<file path="config.mk">
export PLATFORM = sky130hd
export DESIGN_NAME = cm0_ahb_arb
export DESIGN_NICKNAME = d
export VERILOG_FILES = /design/src/rtl/cm0_ahb_arb.sv
export SDC_FILE = /design/constraint.sdc
export NUM_CORES = 1
export LEC_CHECK = 0
export ABC_AREA = 0
export CORE_AREA = 2 2 126 128
export DETAILED_ROUTE_END_ITERATION = 10
export DIE_AREA = 0 0 128 130
export GPL_TIMING_DRIVEN = 0
export PLACE_DENSITY_LB_ADDON = 0.3
export SKIP_LAST_GASP = 1
export SLEW_MARGIN = 10
export SYNTH_ARGS = -nofsm -noshare
export SYNTH_HDL_FRONTEND = slang
export SYNTH_SLANG_ARGS = --single-unit
</file>
<file path="constraint.sdc">
create_clock -name hclk -period 11.05 [get_ports hclk]
set_input_delay 2.7625 -clock hclk [delete_from_list [all_inputs] [get_ports hclk]]
set_output_delay 2.7625 -clock hclk [all_outputs]
set_load 0.05 [all_outputs]
</file>
<file path="src/rtl/cm0_ahb_arb.sv">
// rtl/cm0_ahb_arb.sv - two-master AHB-Lite arbiter with per-master address-phase buffers
//
// Ports:
//   hclk, hreset_n              clock, synchronous active-low reset
//   m0_* / m1_*                 upstream master ports (address/control/wdata in,
//                               hrdata/hready/hresp out)
//   haddr..hwdata               shared downstream AHB-Lite master port
//   hrdata, hready, hresp       shared downstream response
//   hmaster                     owner of the address phase currently driven
// ARB_MODE: 0 = round-robin, 1 = fixed priority (master 0 highest).
module cm0_ahb_arb #(
  parameter int ARB_MODE = 0
) (
  input  logic        hclk,
  input  logic        hreset_n,
  input  logic [31:0] m0_haddr,
  input  logic [1:0]  m0_htrans,
  input  logic        m0_hwrite,
  input  logic [2:0]  m0_hsize,
  input  logic [3:0]  m0_hprot,
  input  logic [31:0] m0_hwdata,
  output logic [31:0] m0_hrdata,
  output logic        m0_hready,
  output logic        m0_hresp,
  input  logic [31:0] m1_haddr,
  input  logic [1:0]  m1_htrans,
  input  logic        m1_hwrite,
  input  logic [2:0]  m1_hsize,
  input  logic [3:0]  m1_hprot,
  input  logic [31:0] m1_hwdata,
  output logic [31:0] m1_hrdata,
  output logic        m1_hready,
  output logic        m1_hresp,
  output logic [31:0] haddr,
  output logic [1:0]  htrans,
  output logic        hwrite,
  output logic [2:0]  hsize,
  output logic [3:0]  hprot,
  output logic [31:0] hwdata,
  input  logic [31:0] hrdata,
  input  logic        hready,
  input  logic        hresp,
  output logic        hmaster
);

  // Address-phase buffers for a master that lost arbitration.
  logic        pend0, pend1;
  logic [31:0] paddr0, paddr1;
  logic        pwrite0, pwrite1;
  logic [2:0]  psize0, psize1;
  logic [3:0]  pprot0, pprot1;

  // Data-phase tracking and round-robin history.
  logic        dvld;
  logic        down;
  logic        last_gnt;

  logic        req0, req1;
  logic        gnt_vld;
  logic        grant;
  logic        cap0, cap1;

  always_comb begin
    req0 = pend0 | (!pend0 & m0_htrans[1]);
    req1 = pend1 | (!pend1 & m1_htrans[1]);

    // Arbitration only happens when the bus accepts a new address phase.
    gnt_vld = hreset_n & hready & (req0 | req1);
    if (req0 && req1) begin
      grant = (ARB_MODE == 1) ? 1'b0 : ~last_gnt;
    end else begin
      grant = ~req0;
    end

    hmaster = gnt_vld & grant;
    htrans  = gnt_vld ? 2'b10 : 2'b00;

    if (hmaster) begin
      haddr  = pend1 ? paddr1  : m1_haddr;
      hwrite = pend1 ? pwrite1 : m1_hwrite;
      hsize  = pend1 ? psize1  : m1_hsize;
      hprot  = pend1 ? pprot1  : m1_hprot;
    end else begin
      haddr  = pend0 ? paddr0  : m0_haddr;
      hwrite = pend0 ? pwrite0 : m0_hwrite;
      hsize  = pend0 ? psize0  : m0_hsize;
      hprot  = pend0 ? pprot0  : m0_hprot;
    end

    // A master owning the data phase follows the bus; a buffered master is
    // stalled so it holds its address until the buffered transfer issues.
    if (!hreset_n) begin
      m0_hready = 1'b1;
      m1_hready = 1'b1;
      m0_hresp  = 1'b0;
      m1_hresp  = 1'b0;
    end else begin
      m0_hready = (dvld && !down) ? hready : !pend0;
      m1_hready = (dvld &&  down) ? hready : !pend1;
      m0_hresp  = dvld && !down && hresp;
      m1_hresp  = dvld &&  down && hresp;
    end

    m0_hrdata = hrdata;
    m1_hrdata = hrdata;
    hwdata    = (dvld && down) ? m1_hwdata : m0_hwdata;

    // The loser of this cycle's arbitration is buffered if it sees its
    // transfer accepted (hready high) and is not already buffered.
    cap0 = gnt_vld &  grant & !pend0 & m0_htrans[1] & m0_hready;
    cap1 = gnt_vld & !grant & !pend1 & m1_htrans[1] & m1_hready;
  end

  always_ff @(posedge hclk) begin
    if (!hreset_n) begin
      pend0    <= 1'b0;
      pend1    <= 1'b0;
      dvld     <= 1'b0;
      down     <= 1'b0;
      last_gnt <= 1'b1;
    end else if (hready) begin
      if (gnt_vld) begin
        last_gnt <= grant;
        dvld     <= 1'b1;
        down     <= grant;
        if (grant) begin
          pend1 <= 1'b0;
        end else begin
          pend0 <= 1'b0;
        end
      end else begin
        dvld <= 1'b0;
      end
      if (cap0) begin
        pend0 <= 1'b1;
      end
      if (cap1) begin
        pend1 <= 1'b1;
      end
    end
  end

  // Buffer payloads carry no reset; they are only meaningful while pendN is set.
  always_ff @(posedge hclk) begin
    if (cap0) begin
      paddr0  <= m0_haddr;
      pwrite0 <= m0_hwrite;
      psize0  <= m0_hsize;
      pprot0  <= m0_hprot;
    end
    if (cap1) begin
      paddr1  <= m1_haddr;
      pwrite1 <= m1_hwrite;
      psize1  <= m1_hsize;
      pprot1  <= m1_hprot;
    end
  end

endmodule

</file>
==> results.toml <==
[status]
status = "finished clean"

[global_routing]
grt_pass1_wl_um = 23300
gr-usage-met1_pct = 21.9
grt_pass1_vias = 4202
grt_usage_pct = 18.4
grt_busiest_layer = "met2"
grt_max_degree = 25
use_met3_pct = 5.45
antenna_found_initial = 1
grt_remaining_overflow = 0
grt_util_met2_pct = 32.9

[floorplan]
core_um2 = 15400
chipHeight_um = 130
start_util_pct = 31.9
dieWidth_um = 128
fp-row-count = 46
ioPinCount = 327
die_area_um2 = 16600

[synthesis]
syn_area_per_cell_um2 = 13.8
synth_async_sr_flop_share_pct = 0
netlist.area_leader.share_pct = 48.8
synth_most_common_cell = "mux2i_1"
synth_ff_type = "edfxtp_1"
synthCells = 358
synth_common_cells = "mux2i_1 (121), edfxtp_1 (80), buf_4 (66), mux2_1 (32), buf_2 (12)"
synth-seq-cells = 85
synth_area_um2 = 4930
synth_top_area_cell = "edfxtp_1"
synthTopCellsByArea = "edfxtp_1 (49%), mux2i_1 (25%), buf_4 (10%), mux2_1 (7.3%), dfxtp_1 (2.0%)"
yosysUniqueCellTypes = 26
syn_nets = 542
synth_seq_area_share_pct = 50.8
synth_enable_flop_cells = 80
ys_warn_count = 0

[sta]
slew_headroom_pct = 35.8
fmax_ghz = 0.125
hold_viol = 0
worstMarginPinSlew_ps = 955
fin_worst_skew_ps = 8.68
setup_viol = 0
grt_setup_unrepaired = "no"
fin_crit_ps = 7990
tns_ps = 0
period_share_pct = 72.3
drv_slew = 0

[detailed_routing]
ant_nets = 0
wire_per_inst_um = 18.8
routed-via-count = 3983
wirelength_um = 16200
viasPerCell = 4.60
firstDrtPassIters = 4
drc = 0
drt-initial-drc-count = 123

[clock_tree]
htreeDepth = 3
clk_pin_slew_ps = 60
ctsResizeCount = 0
postCtsSetupRepairBufs = 0
cts_buffers = 9
cts_hold_buf = 0
clock_sinks = 85
root_buffer = "clkbuf_16"
clkLatencyLatePin_ps = 330
cts_buffer_depth = 2
cts_tree = "done"

[setup_path]
cp.buffers_inverters = 4
worstPathRequired_ps = 8290
cp_cell_sequence = "clkdlybuf4s50_1 > nand2_1 > nor3b_2 > buf_6 > buf_12 > mux2i_1 > clkdlybuf4s50_1"
worstSetupPathType = "input pin to primary output"
critical-path-top-delay-family = "buffers and inverters"
start_kind = "input pin"
end_kind = "primary output"
cp_common_cell = "clkdlybuf4s50_1"
cp.arrival_ps = 5230
crit_slowest_cell = "clkdlybuf4s50_1"
max_stage_delay_ps = 860
path_max_fanout = 10

[layout]
final_util_pct = 54.9
final_nets = 851
area_growth_pct = 71.9
drive_gt1_share_pct = 16.2

[pwr]
p_leak_nw = 3.02
power_density_nw_per_um2 = 120
ir_drop_uv = 84.4

[placement]
portBuffers = 291
hpwl_um = 13400
place.gp.congestion = 0.922

[hold_path]
min_path_type = "flop to flop"

[flow_run]
cap_violations = 0
## sequential cells by signal (all words and copies together), names as in the netlist, 3 cells and up
name,cells
paddr1,32
pprot0,4
psize0,3
paddr0,32
psize1,3
pprot1,4
## area by class of cell
class	instances	area [um^2]
Antenna cell	1	2.50
Multi-Input combinational cell	185	1760
Fill cell	1323	6950
Inverter	3	11.3
Buffer	85	662
Sequential cell	85	2500
Timing Repair Buffer	298	2980
Clock buffer	9	225
Clock inverter	7	88.8
Tap cell	192	240
## per-stage QoR
stage / setup slack (ps) / area, um^2 / instances / hold slack [ps] / power [mW]
final: 3060 / 8470 / 865 / 468 / 1.01
after global routing: 2900 / 8470 / 865 / 495 / 1.05
after CTS: 3060 / 8470 / 864 / 469 / 1.03
after detailed placement: 3090 / 8150 / 848 / 463 / 0.704
after global placement: 264 / 8080 / 841 / 460 / 0.701
after floorplan: 3810 / 4930 / 358 / 440 / 0.565
## placed cells by master, fill, tap and decap left out, types with 2 or more instances in the layout
master           synthesis  routed
buf_4                   66      70
clkdlybuf4s50_1          0     291
bufinv_16                0       2
mux2_1                  32      32
clkbuf_16                0       9
buf_6                    2       3
nor2_1                   6       6
o21ai_1                  3       3
a21oi_1                  3       3
edfxtp_1                80      80
clkinv_1                 0       3
buf_2                   12      13
dfxtp_1                  5       5
buf_12                   4       5
nand2_1                  6       6
mux2i_1                121     121
a211oi_1                 2       2
nand2b_1                 2       2
inv_1                    2       2
## path summary, 6_finish.rpt
check	start	endpoint	slack (ps)	cells past startpoint
worst max-delay path	hreset_n	haddr[27]	3060	7
worst min-delay path	down	down	470	2
worst max register to register	pend1	paddr1[14]	8540	6
worst min register to register	down	down	470	2
## where the power goes
part / switching [mW] / total (mW) / internal (mW) / leakage, nW
sequential: 0.00227 / 0.362 / 0.359 / 0.765
combinational: 0.188 / 0.335 / 0.146 / 2.10
clock: 0.122 / 0.319 / 0.197 / 0.153
total: 0.313 / 1.01 / 0.702 / 3.02
## worst reg2reg max path, cell delays in order, from the launching register on
cell and delay (ps):
dfxtp_1 290, buf_2 190, buf_2 250, nor4_2 880
buf_6 240, buf_4 180, buf_4 190
## logic make-up (layout without fill, tap and decap cells)
group / count (synthesis) / count (layout) / share of synthesized area, %
flops: 85 / 85 / 50.8
simple gates: 20 / 20 / 2.03
buf+inv: 88 / 402 / 13.7
other cells: 1 / 2 / 0.0761
compound gates: 11 / 11 / 1.55
mux: 153 / 153 / 31.9
## per-layer routing
metal	vias up	wire length, um
met4	0	185
met1	1902	6490
met2	182	8290
met5	-	0
met3	16	1270
li1	1883	-
No activity file was read; power rests on OpenSTA's default activity.
